<file path="src/rtl/seg7_pkg.sv">
`default_nettype none
// ============================================================================
// Module      : seg7_pkg
// Description : Shared seven-segment constants and helpers for the BCD scan
//               counter family. Patterns are active-low, bit 6 = a ... 0 = g.
// Revision    : 1.0 - initial parametrised release
// ============================================================================
package seg7_pkg;

  localparam logic [6:0] SEG_0     = 7'b0000001;
  localparam logic [6:0] SEG_1     = 7'b1001111;
  localparam logic [6:0] SEG_2     = 7'b0010010;
  localparam logic [6:0] SEG_3     = 7'b0000110;
  localparam logic [6:0] SEG_4     = 7'b1001100;
  localparam logic [6:0] SEG_5     = 7'b0100100;
  localparam logic [6:0] SEG_6     = 7'b0100000;
  localparam logic [6:0] SEG_7     = 7'b0001111;
  localparam logic [6:0] SEG_8     = 7'b0000000;
  localparam logic [6:0] SEG_9     = 7'b0000100;
  localparam logic [6:0] SEG_BLANK = 7'h7F;

  // Decode one BCD nibble; anything outside 0..9 shows nothing.
  function automatic logic [6:0] bcd_to_seg(input logic [3:0] nibble);
    case (nibble)
      4'd0:    return SEG_0;
      4'd1:    return SEG_1;
      4'd2:    return SEG_2;
      4'd3:    return SEG_3;
      4'd4:    return SEG_4;
      4'd5:    return SEG_5;
      4'd6:    return SEG_6;
      4'd7:    return SEG_7;
      4'd8:    return SEG_8;
      4'd9:    return SEG_9;
      default: return SEG_BLANK;
    endcase
  endfunction

  // Ceiling log2, used at elaboration time for counter widths.
  function automatic int clog2(input int value);
    int width;
    width = 0;
    for (int i = 0; i < 31; i++) begin
      if ((1 << i) < value) width = i + 1;
    end
    return width;
  endfunction

endpackage
`default_nettype wire

</file>
<file path="src/rtl/bcd_digit.sv">
`default_nettype none
// ============================================================================
// Module      : bcd_digit
// Description : One decade of the BCD up/down counter. Steps when en_i is
//               high, loads (with out-of-range nibbles forced to 0) when
//               load_i is high, and reports carry/borrow to the next decade.
// Revision    : 1.0 - initial parametrised release
// ============================================================================
module bcd_digit (
  input  logic       clock_100Mhz,
  input  logic       reset,
  input  logic       en_i,
  input  logic       up_i,
  input  logic       load_i,
  input  logic [3:0] d_in_i,
  output logic [3:0] q_o,
  output logic       carry_out_o,
  output logic       borrow_out_o
);

  logic [3:0] q_q;
  logic [3:0] q_d;

  // Next digit value: load beats a step; steps wrap 9->0 / 0->9.
  always_comb begin
    q_d = q_q;
    if (load_i) begin
      q_d = (d_in_i > 4'd9) ? 4'd0 : d_in_i;
    end else if (en_i) begin
      if (up_i) q_d = (q_q == 4'd9) ? 4'd0 : q_q + 4'd1;
      else      q_d = (q_q == 4'd0) ? 4'd9 : q_q - 4'd1;
    end
  end

  // Digit register, cleared asynchronously.
  always_ff @(posedge clock_100Mhz or posedge reset) begin
    if (reset) q_q <= 4'd0;
    else       q_q <= q_d;
  end

  assign q_o          = q_q;
  // The next decade steps only when this one rolls over in the step direction.
  assign carry_out_o  = en_i &&  up_i && (q_q == 4'd9);
  assign borrow_out_o = en_i && !up_i && (q_q == 4'd0);

endmodule
`default_nettype wire

</file>
<file path="src/rtl/seg7_bcd_scan_counter.sv">
`default_nettype none
// ============================================================================
// Module      : seg7_bcd_scan_counter
// Description : N-digit BCD up/down counter with load, rate prescaler,
//               multiplexed common-anode display scan, leading-zero blanking
//               and a wrap pulse. All display outputs are registered.
// Revision    : 1.0 - initial parametrised release
// ============================================================================
module seg7_bcd_scan_counter
  import seg7_pkg::*;
#(
  parameter int NUM_DIGITS   = 4,
  parameter int CLK_HZ       = 100_000_000,
  parameter int TICK_HZ      = 1,
  parameter int REFRESH_BITS = 18
) (
  input  logic                    clock_100Mhz,
  input  logic                    reset,
  input  logic                    enable,
  input  logic                    up_down,
  input  logic                    load,
  input  logic [4*NUM_DIGITS-1:0] load_value,
  input  logic                    blank_lz,
  output logic [4*NUM_DIGITS-1:0] count_bcd,
  output logic                    wrap,
  output logic [NUM_DIGITS-1:0]   Anode_Activate,
  output logic [6:0]              LED_out
);

  localparam int                DIV      = CLK_HZ / TICK_HZ;
  localparam int                PRE_W    = clog2(DIV);
  localparam logic [PRE_W-1:0]  PRE_MAX  = PRE_W'(DIV - 1);
  localparam int                SCAN_W   = (NUM_DIGITS > 1) ? clog2(NUM_DIGITS) : 1;
  localparam logic [SCAN_W-1:0] SCAN_MAX = SCAN_W'(NUM_DIGITS - 1);

  // ---------------------------------------------------------------- prescaler
  logic [PRE_W-1:0] pre_q;
  logic [PRE_W-1:0] pre_d;
  logic             tick;

  assign tick = enable && (pre_q == PRE_MAX);

  // Prescaler next value: load restarts the interval, enable=0 freezes it.
  always_comb begin
    pre_d = pre_q;
    if (load)        pre_d = '0;
    else if (enable) pre_d = tick ? '0 : pre_q + PRE_W'(1);
  end

  // Prescaler register.
  always_ff @(posedge clock_100Mhz or posedge reset) begin
    if (reset) pre_q <= '0;
    else       pre_q <= pre_d;
  end

  // ------------------------------------------------------------- digit chain
  // step_en[i] enables decade i; the bit past the top decade is the wrap.
  logic [NUM_DIGITS:0]   step_en;
  logic [NUM_DIGITS-1:0] carry;
  logic [NUM_DIGITS-1:0] borrow;

  assign step_en[0] = tick && !load;

  generate
    for (genvar i = 0; i < NUM_DIGITS; i++) begin : g_digit
      bcd_digit u_digit (
        .clock_100Mhz (clock_100Mhz),
        .reset        (reset),
        .en_i         (step_en[i]),
        .up_i         (up_down),
        .load_i       (load),
        .d_in_i       (load_value[4*i +: 4]),
        .q_o          (count_bcd[4*i +: 4]),
        .carry_out_o  (carry[i]),
        .borrow_out_o (borrow[i])
      );
      assign step_en[i+1] = carry[i] | borrow[i];
    end
  endgenerate

  logic wrap_q;

  // Wrap pulse registered on the same edge as the rolling count update.
  always_ff @(posedge clock_100Mhz or posedge reset) begin
    if (reset) wrap_q <= 1'b0;
    else       wrap_q <= step_en[NUM_DIGITS];
  end

  assign wrap = wrap_q;

  // ------------------------------------------------------------- scan timing
  logic [REFRESH_BITS-1:0] refresh_q;
  logic [SCAN_W-1:0]       scan_q;
  logic [SCAN_W-1:0]       scan_d;

  // Scan index moves on when the refresh counter is about to roll over.
  always_comb begin
    scan_d = scan_q;
    if (&refresh_q) scan_d = (scan_q == SCAN_MAX) ? '0 : scan_q + SCAN_W'(1);
  end

  // Free-running refresh counter and scan index, unaffected by enable/load.
  always_ff @(posedge clock_100Mhz or posedge reset) begin
    if (reset) begin
      refresh_q <= '0;
      scan_q    <= '0;
    end else begin
      refresh_q <= refresh_q + REFRESH_BITS'(1);
      scan_q    <= scan_d;
    end
  end

  // ---------------------------------------------------------------- blanking
  // blank_ok[i]: digit i and every digit above it are zero (never for digit 0).
  logic [NUM_DIGITS-1:0] blank_ok;

  generate
    for (genvar i = 0; i < NUM_DIGITS; i++) begin : g_blank
      if (i == 0) begin : g_lsd
        assign blank_ok[i] = 1'b0;
      end else if (i == NUM_DIGITS - 1) begin : g_msd
        assign blank_ok[i] = (count_bcd[4*i +: 4] == 4'd0);
      end else begin : g_mid
        assign blank_ok[i] = blank_ok[i+1] && (count_bcd[4*i +: 4] == 4'd0);
      end
    end
  endgenerate

  // ------------------------------------------------------------ display regs
  logic [NUM_DIGITS-1:0] an_q;
  logic [NUM_DIGITS-1:0] an_d;
  logic [6:0]            led_q;
  logic [6:0]            led_d;
  logic [3:0]            digit_sel;
  logic                  blank_sel;

  // Select the active digit and build anode/cathode values for it.
  always_comb begin
    an_d      = '1;
    led_d     = SEG_BLANK;
    digit_sel = 4'd0;
    blank_sel = 1'b0;
    for (int i = 0; i < NUM_DIGITS; i++) begin
      if (scan_q == SCAN_W'(i)) begin
        digit_sel = count_bcd[4*i +: 4];
        blank_sel = blank_lz && blank_ok[i];
      end
    end
    if (!blank_sel) begin
      led_d = bcd_to_seg(digit_sel);
      for (int i = 0; i < NUM_DIGITS; i++) begin
        an_d[i] = (scan_q != SCAN_W'(i));
      end
    end
  end

  // Anodes and cathodes share one edge so no mixed-digit cycle appears.
  always_ff @(posedge clock_100Mhz or posedge reset) begin
    if (reset) begin
      an_q  <= '1;
      led_q <= SEG_BLANK;
    end else begin
      an_q  <= an_d;
      led_q <= led_d;
    end
  end

  assign Anode_Activate = an_q;
  assign LED_out        = led_q;

endmodule
`default_nettype wire

</file>
<file path="config.mk">
export PLATFORM = sky130hd
export DESIGN_NAME = seg7_bcd_scan_counter
export DESIGN_NICKNAME = d
export VERILOG_FILES = /design/src/rtl/seg7_pkg.sv /design/src/rtl/bcd_digit.sv /design/src/rtl/seg7_bcd_scan_counter.sv
export SDC_FILE = /design/constraint.sdc
export NUM_CORES = 1
export LEC_CHECK = 0
export BUFFER_PORTS_ARGS = -buffer_cell sky130_fd_sc_hd__buf_2
export CAP_MARGIN = 20
export CORE_AREA = 2 2 154 126
export CTS_CLUSTER_DIAMETER = 200
export CTS_CLUSTER_SIZE = 8
export DETAILED_ROUTE_END_ITERATION = 12
export DIE_AREA = 0 0 156 128
export PLACE_DENSITY_LB_ADDON = 0.12
export SYNTH_ARGS = -nofsm -noshare
export SYNTH_HDL_FRONTEND = slang
export SYNTH_SLANG_ARGS = --single-unit
</file>
<file path="constraint.sdc">
create_clock -name clock_100Mhz -period 2.5 [get_ports clock_100Mhz]
set_input_delay 0.125 -clock clock_100Mhz [delete_from_list [all_inputs] [get_ports clock_100Mhz]]
set_output_delay 0.125 -clock clock_100Mhz [all_outputs]
set_load 0.005 [all_outputs]
</file>
# Word level (Yosys, flattened, before mapping)
# Memories as Yosys holds them, arrays and structs flattened.
# Cells that the tools add are included.
[classes] n_reduce_logical=37 order_cmp=4 n_addsub=11 div=0 n_mul=0 n_eq_ne=11 shifts=0 mux=37 bitwise=4
[ops] operator="$mux W4" n=29
[ops] operator="$mux W27" n=3
[ops] operator="$add A27 B1 Y27 const B" n=1
[ops] operator="$eq A27 B27 Y1 const B" n=1
[ops] operator="$logic_and A1 B1 Y1" n=23
[ops] operator="$add A18 B1 Y18 const B" n=1
[ops] operator="$reduce_and A18 Y1" n=1
[ops] operator="$add A4 B1 Y4 const B" n=4
[ops] operator="$eq A4 B4 Y1 const B" n=4
[ops] operator="$gt A4 B4 Y1 const B" n=4
[ops] operator="$logic_not A4 Y1" n=4
[ops] operator="$sub A4 B1 Y4 const B" n=4
[ops] operator="$reduce_bool A2 Y1" n=6
[ops] operator="$mux W7" n=1
[ops] operator="$eq A2 B2 Y1 const B" n=2
[ops] operator="$ne A2 B2 Y1 const B" n=2
[ops] operator="$or A1 B1 Y1" n=4
[ops] operator="$mux W1" n=3
[ops] operator="$add A2 B1 Y2 const B" n=1
[ops] operator="$eq A2 B1 Y1 const B" n=1
[ops] operator="$logic_not A1 Y1" n=2
[ops] operator="$logic_not A2 Y1" n=1
[ops] operator="$mux W2" n=1
[ops] operator="$ne A2 B1 Y1 const B" n=1
[word_totals] romBits=112 latch_bits=0 mem_count=1 in_bits=22 output_inout_bits=28 reg_bits=75 word_cells=115 ram_bits=0
[mem_list] name="(name not given)" words=16 word_bits=7 read_ports=1 rd_ports_with_merged_regs=0 wr=0 line_no="seg7_pkg.sv:24" rtl="case (nibble)"

# Logic depth before layout (Yosys ltp)
# Gate-level depths: netlist of run 1.
[depth] ltp_word=15 mapped_depth=11 mapped_depth_nobuf=10

# By module
# Synthesis of run 1 repeated with hierarchy kept, for this count alone.
[hier_totals] hier_cells=521 area_unflattened_um2=4848.4
[by_module_without_submodules] module="seg7_bcd_scan_counter" n_inst=1 cells_each=329 area_each_um2=3321.9 seq_area_each_um2=1490.2
[by_module_without_submodules] module="bcd_digit" n_inst=4 cells_each=48 area_each_um2=381.6 seq_area_each_um2=100.1

# Worst setup path before layout of run 1
# No wires, ideal clock.
[synth_path] path_kind="register to register" start="register scan_q[0]" end="register led_q[6] (netlist: LED_out[6])" setup_ns=0.077 slack_ns=0.209 synth_period_minus_slack_ns=2.291 path_buffers=2 arrival_time_ns=2.214 required_time_ns=2.423 stages_incl_launch_ff=10 cell_sequence="dfrtp_1 > inv_1 > ha_1 > clkbuf_1 > a21oi_1 > a221oi_1 > or2_2 > clkbuf_1 > mux2_2 > a21o_1"
[synth_via] elab_chain_len=7 elab_cells_between_ends=13 classes_between="eq/ne: 3; mux: 8; reduce/logical: 1; memory: 1"
[synth_rtl] element="from (decl)" line_no="seg7_bcd_scan_counter.sv:93" rtl="logic [SCAN_W-1:0] scan_q;"
[synth_rtl] element="from (signal assigned)" line_no="seg7_bcd_scan_counter.sv:109" rtl="scan_q <= scan_d;"
[synth_rtl] element="$logic_not A2 Y1" line_no="seg7_bcd_scan_counter.sv:144" rtl="if (scan_q == SCAN_W'(i)) begin"
[synth_rtl] element="$mux W4 (4 in series)" line_no="seg7_bcd_scan_counter.sv:144"
[synth_rtl] element="$mem_v2 Z16 W7"
[synth_rtl] element="$mux W7 *" line_no="seg7_bcd_scan_counter.sv:149" rtl="if (!blank_sel) begin"
[synth_rtl] element="net led_d[6]" line_no="seg7_bcd_scan_counter.sv:133" rtl="logic [6:0] led_d;"
[synth_rtl] element="to (signal assigned)" line_no="seg7_bcd_scan_counter.sv:164" rtl="led_q <= led_d;"
[synth_rtl] element="to (decl)" line_no="seg7_bcd_scan_counter.sv:132" rtl="logic [6:0] led_q;"
# The timed path passes the listed nets; every way through them passes the cells marked *.
# A chain may end at the register's enable or synchronous reset.

# Worst setup path after layout of run 1
[layout_path] start="register pre_q[0]" end="register g_digit[3].u_digit.q_q[0]"
[layout_via] elab_chain_len=13 elab_cells_between_ends=19 classes_between="eq/ne: 1; bitwise: 3; reduce/logical: 15"
[layout_rtl] element="from (decl)" line_no="seg7_bcd_scan_counter.sv:37" rtl="logic [PRE_W-1:0] pre_q;"
[layout_rtl] element="from (signal assigned)" line_no="seg7_bcd_scan_counter.sv:53" rtl="else pre_q <= pre_d;"
[layout_rtl] element="$eq A27 B27 Y1 *" line_no="seg7_bcd_scan_counter.sv:41" rtl="assign tick = enable && (pre_q == PRE_MAX);"
[layout_rtl] element="$logic_and A1 B1 Y1 *" line_no="seg7_bcd_scan_counter.sv:41"
[layout_rtl] element="$logic_and A1 B1 Y1 *" line_no="seg7_bcd_scan_counter.sv:62" rtl="assign step_en[0] = tick && !load;"
[layout_rtl] element="$logic_and A1 B1 Y1, on equally long branches (2 in series)" line_no="bcd_digit.sv:43, bcd_digit.sv:44"
[layout_rtl] element="$or A1 B1 Y1 *" line_no="seg7_bcd_scan_counter.sv:77" rtl="assign step_en[i+1] = carry[i] | borrow[i];"
[layout_rtl] element="$logic_and A1 B1 Y1, on equally long branches (2 in series)" line_no="bcd_digit.sv:43, bcd_digit.sv:44"
[layout_rtl] element="$or A1 B1 Y1 *" line_no="seg7_bcd_scan_counter.sv:77"
[layout_rtl] element="$logic_and A1 B1 Y1, on equally long branches (2 in series)" line_no="bcd_digit.sv:43, bcd_digit.sv:44"
[layout_rtl] element="$or A1 B1 Y1 *" line_no="seg7_bcd_scan_counter.sv:77"
[layout_rtl] element="$reduce_bool A2 Y1 (no source line) *"
[layout_rtl] element="to (signal assigned)" line_no="bcd_digit.sv:38" rtl="else q_q <= q_d;"
[layout_rtl] element="to (decl)" line_no="bcd_digit.sv:21" rtl="logic [3:0] q_q;"
# Every way passes the cells marked *; elsewhere a longest branch is shown, timed or not.

==> results of run 1 <==
## cell type report
type	count	area [um2]
clock buffers	11	242.7
clock inverters	5	52.55
fillers	1955	13080
inverters	18	67.56
multi-input cells	375	2447
flip-flops and latches	75	1891
well taps	235	294.0
repair buffers	75	450.4
## worst min-delay path by stage
stage | start | to | slack (ns) | depth (start not counted)
detailed placement | reset | pre_q[4] | 0.27 | 3
global placement | reset | pre_q[4] | 0.28 | 3
finish | load_value[9] | g_digit[2].u_digit.q_o[3] | 0.03 | 2
global route | load_value[9] | g_digit[2].u_digit.q_o[3] | 0.03 | 2
floorplan | load_value[3] | g_digit[0].u_digit.q_o[1] | 0.21 | 1
CTS | load_value[7] | g_digit[1].u_digit.q_o[2] | 0.002 | 2
## cells by family (layout without fill, tap and decap cells)
logic type | after synthesis | after routing
DFF | 75 | 75
and+or+nand+nor | 207 | 207
muxes | 10 | 10
buffers and inverters | 51 | 109
xor gates and xnor gates | 52 | 52
adders and majority gates | 12 | 12
AOI/OAI and AO/OA | 94 | 94
## cell usage in the layout, fill, tap and decap left out, types with 4 or more instances in the layout
cell / netlist / layout
sky130_fd_sc_hd__a21oi_1: 19 / 19
sky130_fd_sc_hd__a31oi_1: 6 / 6
sky130_fd_sc_hd__and2_1: 4 / 4
sky130_fd_sc_hd__and3_1: 17 / 17
sky130_fd_sc_hd__and4_1: 6 / 6
sky130_fd_sc_hd__buf_2: 2 / 49
sky130_fd_sc_hd__buf_4: 0 / 22
sky130_fd_sc_hd__clkbuf_16: 0 / 9
sky130_fd_sc_hd__dfrtp_1: 64 / 64
sky130_fd_sc_hd__dfstp_2: 11 / 11
sky130_fd_sc_hd__dlygate4sd3_1: 0 / 4
sky130_fd_sc_hd__ha_1: 12 / 12
sky130_fd_sc_hd__inv_1: 18 / 17
sky130_fd_sc_hd__mux2_2: 5 / 5
sky130_fd_sc_hd__mux2i_1: 5 / 5
sky130_fd_sc_hd__nand2_1: 44 / 44
sky130_fd_sc_hd__nand2b_1: 8 / 8
sky130_fd_sc_hd__nand3_1: 24 / 24
sky130_fd_sc_hd__nand3b_1: 4 / 4
sky130_fd_sc_hd__nand4_1: 9 / 9
sky130_fd_sc_hd__nor2_1: 50 / 50
sky130_fd_sc_hd__nor3_1: 15 / 15
sky130_fd_sc_hd__nor4_1: 9 / 9
sky130_fd_sc_hd__o211ai_1: 4 / 4
sky130_fd_sc_hd__o21ai_0: 20 / 20
sky130_fd_sc_hd__o22ai_1: 6 / 6
sky130_fd_sc_hd__or4_1: 4 / 4
sky130_fd_sc_hd__xnor2_1: 33 / 33
sky130_fd_sc_hd__xor2_1: 19 / 19
## sequential cells by signal, indices dropped and copies added (netlist names)
signal	flops
refresh_q	18
LED_out	7
g_digit.u_digit.q_o	16
wrap	1
Anode_Activate	4
pre_q	27
scan_q	2
## where the power goes
group,total (W),internal [W],leakage (nW),switching (W)
clock,0.00130,0.000795,0.145,0.000509
sequential,0.00133,0.00127,0.973,0.0000529
combinational,0.000437,0.000190,1.20,0.000247
## metrics by stage
step | total power [W] | area [um2] | hold WS (ns)
after floorplan | 0.001611 | 4526 | 0.2141
after global placement | 0.001780 | 5104 | 0.2849
after detailed placement | 0.001785 | 5104 | 0.2747
after CTS | 0.003126 | 5439 | 0.001861
after global routing | 0.003246 | 5445 | 0.02589
final | 0.003066 | 5445 | 0.03116
## metal layers
| layer | GRT usage [%] | share of wire [%] | vias up |
|---|---|---|---|
| met5 | 0 | 0 | - |
| met4 | 4.479 | 2.1 | 0 |
| met3 | 3.043 | 4.4 | 13 |
| met2 | 17.65 | 40 | 80 |
| met1 | 19.31 | 54 | 1804 |
| li1 | - | - | 1885 |
## repair_timing
item / in CTS / in global routing
endpoints found under the setup margin: 0 / 1
hold endpoints to repair: 66 / 0
hold buffers: 4 / 0
gates resized for setup: 0 / 1
==> out/results.ini, run 1 <==
[power]
power.density_nw_per_um2=563.0
vdd_drop_max_mv=0.2861
power.leakage_nw=2.322

[cts]
clock_insertion_delay_worst_skew_ns=0.34
clock_sinks=75
cts.clk_slew.worst_paths_ns=0.06
cts_post_setup_buffers_inserted=0
root_buffer=sky130_fd_sc_hd__clkbuf_16
htree_levels=3
clk_path_buf_depth=2
cts_tree=built
cts_buffers=9

[placement]
dp_worst_setup_slack_ns=0.1964
portBuffers=49
numPlacedInstances=774
gpl.final_weighted_congestion=0.7508
hpwl_detailed_um=8918

[die]
die_width_um=156
floorplan.die_area_um2=19970
rows=45
core_region_area_um2=18520
initial_utilization_pct=24.43
io_pins=50
fp.dieH_um=128

[logic_synthesis]
synth_top_area_share_pct=35.39
muxShareOfSynthArea_pct=2.350
synth_top_family_by_area=simple AND/OR/NAND/NOR gates
synth-simple-area-share_pct=24.25
synth_async_sr_flop_share_pct=100.0
yosys_most_used_dff=sky130_fd_sc_hd__dfrtp_1
synthDistinctLibCells=57
synth.cells.most_frequent=sky130_fd_sc_hd__dfrtp_1 (64), sky130_fd_sc_hd__nor2_1 (50), sky130_fd_sc_hd__nand2_1 (44), sky130_fd_sc_hd__xnor2_1 (33), sky130_fd_sc_hd__clkbuf_1 (29)
yosysWarningCount=0
synth_nets=535
synth_edf_count=0
yosys.area_share.adder_pct=3.318
synth_compound_gate_area_share_pct=13.96
mapped_avg_cell_area_um2=9.033
synth_xor_area_share_pct=10.06
post-synth-top-count-cell=sky130_fd_sc_hd__dfrtp_1
synth.area.top_cells=sky130_fd_sc_hd__dfrtp_1 (35%), sky130_fd_sc_hd__dfstp_2 (6.4%), sky130_fd_sc_hd__xnor2_1 (6.4%), sky130_fd_sc_hd__nor2_1 (4.1%), sky130_fd_sc_hd__xor2_1 (3.7%)
synth_largest_area_cell=sky130_fd_sc_hd__dfrtp_1
synth.ff_latch_count=75
post_synthesis_cell_area_um2=4526
synth_seq_area_share_pct=41.77
netlist_instances=501

[critical_path]
regToRegSetupSlack_ns=0.17
critical_path.cell_chain=ha_1 -> and4_1 -> nand4_4 -> or4_1 -> or3_1 -> a31oi_1
critical-path-top-delay-family=simple AND/OR/NAND/NOR gates
worst_r2r_path_depth=6
worst_setup_path_start_kind=flop
critical_path_peak_fanout=7
cp.depth=6
end_kind=flop
timing.setup.critical_path_class=reg2reg
slowest_stage=sky130_fd_sc_hd__or4_1
worst_path_largest_cell_delay_ns=0.69
critPathLaunch=pre_q[0]
cp_data_arrival_time_ns=2.59
regToRegStartpoint=pre_q[0]
required_ns=2.76
worstSetupEndpoint=g_digit[3].u_digit.q_o[0]
worst_r2r_endpoint=g_digit[3].u_digit.q_o[0]
cp.buffers_inverters=0

[grt]
grt_start_max_net_pins=41
grt_antenna_before_repair=0
grt_pass1_wl_um=19910
vias_in_the_first_global_route=3721
total_gr_overflow=0
overall_routing_resource_usage_pct=12.81

[final_layout]
utilization_pct=29.40
finalNonFillerCells=794
design.final.nets=588
number_of_antenna_cells_inserted=0
layout-drive-gt1-share_pct=21.29
layout-area-overhead-vs-synth_pct=20.32

[route]
post_drt_wl_per_cell_um=15.07
detail_route.wirelength_um=11970
firstDrtPassIters=4
dr_total_vias=3782
viasPerCell=4.763
drt.antenna.violating_nets=0
drt_iter0_markers=209
drc=0

[sta]
max_frequency_mhz=429.0
final-hold-violation-count=0
fin_skew_ns=0.007853
finalWorstPathRequiredPeriod_ns=2.331
unrepaired_setup_endpoints_after_global_routing=no
post_route_clock_period_utilization_pct=93.25
setup-violations-final=0
worst_slew_margin_rel_pct=62.45
worst-slew-pin-transition_ns=0.5574
setup_total_negative_slack_ns=0
setup_ws_ns=0.1687
timing.final.max_slew_violations=0

[job]
max_cap_violations=0

[outcome]
outcome=finished clean

[hold_path]
min_path_type=in2reg

Power figures use the tool's default switching activity.
==> run 2, diff against run 1 <==
- CORE_AREA: 2 2 154 126 -> 2 2 105 183
- DIE_AREA: 0 0 156 128 -> 0 0 107 185
==> out/results.ini, run 2 (synthesis gave the netlist of run 1 again) <==
[die]
floorplan.die_area_um2=19800
fp.dieH_um=185
initial_utilization_pct=24.58
rows=66
io_pins=50
core_region_area_um2=18420
die_width_um=107

[sta]
post_route_clock_period_utilization_pct=93.04
timing.final.max_slew_violations=0
max_frequency_mhz=429.9
fin_skew_ns=0.007520
setup_total_negative_slack_ns=0
unrepaired_setup_endpoints_after_global_routing=no
worst-slew-pin-transition_ns=0.8241
setup-violations-final=0
final-hold-violation-count=0
worst_slew_margin_rel_pct=44.48
finalWorstPathRequiredPeriod_ns=2.326

[hold_path]
hold_startpoint=load_value[2]
worst_hold_path.num_cells=2
min_path_type=in2reg
endpoint_with_the_worst_hold_slack=g_digit[0].u_digit.q_o[3]

[cts]
cts.clk_slew.worst_paths_ns=0.06
htree_levels=3
clock_insertion_delay_worst_skew_ns=0.34
cts_post_setup_buffers_inserted=0
clock_sinks=75
clk_path_buf_depth=2
cts_buffers=9
root_buffer=sky130_fd_sc_hd__clkbuf_16
cts_tree=built

[final_layout]
finalNonFillerCells=797
final_cell_area_um2=5510
regMostFlops=pre_q
fillerInstances=1954
design.final.nets=588
layout-area-overhead-vs-synth_pct=21.76
utilization_pct=29.92
most_frequent_standard_cell_in_the_layout_excluding_fill_and_tap_cells=sky130_fd_sc_hd__dfrtp_1
number_of_antenna_cells_inserted=0
layout-drive-gt1-share_pct=21.82
leading_cell_types_in_the_layout_fill_and_taps_excluded=sky130_fd_sc_hd__dfrtp_1 (64), sky130_fd_sc_hd__nor2_1 (50), sky130_fd_sc_hd__buf_2 (49)
largest_reg_flops=27

[route]
viasPerCell=4.828
drt_iter0_markers=180
drc=0
post_drt_wl_per_cell_um=16.33
drt.antenna.violating_nets=0
dr_total_vias=3848
detail_route.wirelength_um=13020
firstDrtPassIters=4

[power]
power.leakage_nw=2.355
power.density_nw_per_um2=598.1
fin_total_pwr_w=0.003296
vdd_drop_max_mv=0.2959

[critical_path]
cp.buffers_inverters=2
slowest_stage=sky130_fd_sc_hd__dfrtp_1
end_kind=flop
critical-path-top-delay-family=compound AO/OA/AOI/OAI gates
critical_path_peak_fanout=10
worst_r2r_path_depth=8
worst_setup_path_start_kind=flop
timing.setup.critical_path_class=reg2reg
critical_path.cell_chain=inv_1 -> ha_1 -> a21oi_1 -> a221oi_1 -> buf_4 -> nor4_1 -> o22ai_1 -> a31o_2
regToRegSetupSlack_ns=0.17
cp_data_arrival_time_ns=2.60
worst_r2r_endpoint=LED_out[1]
regToRegStartpoint=scan_q[0]
required_ns=2.77
worst_path_largest_cell_delay_ns=0.42

[grt]
grt_pass1_wl_um=21090
overall_routing_resource_usage_pct=13.92
total_gr_overflow=0
vias_in_the_first_global_route=3935
grt_antenna_before_repair=0
grt_start_max_net_pins=36

[placement]
numPlacedInstances=779
placedInstanceArea_um2=5135
gpl.final_weighted_congestion=0.7906
hpwl_detailed_um=10090
portBuffers=49

[outcome]
outcome=finished clean

[job]
max_cap_violations=0

-- run 2: what timing repair did --
action | CTS | global route
hold buffers | 2 | 0
setup endpoints to repair | 0 | 1
endpoints found under the hold margin | 18 | 0
gates resized for setup | 0 | 1
-- run 2: worst max-delay path by stage --
| stage | startpoint | end | slack, ns | cells past startpoint |
|---|---|---|---|---|
| 6_report | scan_q[0] | LED_out[1] | 0.17 | 8 |
| 5_1_grt | scan_q[0] | LED_out[4] | 0.01 | 8 |
| 4_1_cts | scan_q[1] | LED_out[3] | 0.16 | 9 |
| 3_5_place_dp | scan_q[1] | LED_out[3] | 0.17 | 9 |
| 3_3_place_gp | scan_q[0] | LED_out[4] | 0.20 | 8 |
| 2_1_floorplan | scan_q[0] | LED_out[6] | 0.21 | 9 |
-- run 2: through the flow --
| stage | setup slack (ns) | hold slack [ns] |
|---|---|---|
| 2_1_floorplan | 0.2092 | 0.2141 |
| 3_3_place_gp | 0.2015 | 0.2209 |
| 3_5_place_dp | 0.1746 | 0.2244 |
| 4_1_cts | 0.1582 | 0.008330 |
| 5_1_grt | 0.01290 | 0.01238 |
| 6_report | 0.1740 | 0.01840 |
-- run 2: report_power, final --
part           internal, W  leakage, nW  switching, W
combinational     0.000189         1.21      0.000244
clock             0.000986        0.172      0.000545
sequential         0.00127        0.973     0.0000599
-- run 2: area by class of cell --
class	instances	area [um2]	share of cell area, %
Clock inverter	7	123.9	2.248
Clock buffer	9	225.2	4.087
Multi-Input combinational cell	375	2447	44.41
Inverter	18	67.56	1.226
Sequential cell	75	1891	34.31
Timing Repair Buffer	75	457.9	8.311
Tap cell	238	297.8	5.404
-- run 2: metal layers --
layer	track usage (%)	part of all wire, %	vias up
met5	0	0	-
met4	5.039	2.2	0
met3	2.780	3.4	15
met2	26.65	56	63
met1	14.81	39	1873
li1	-	-	1897
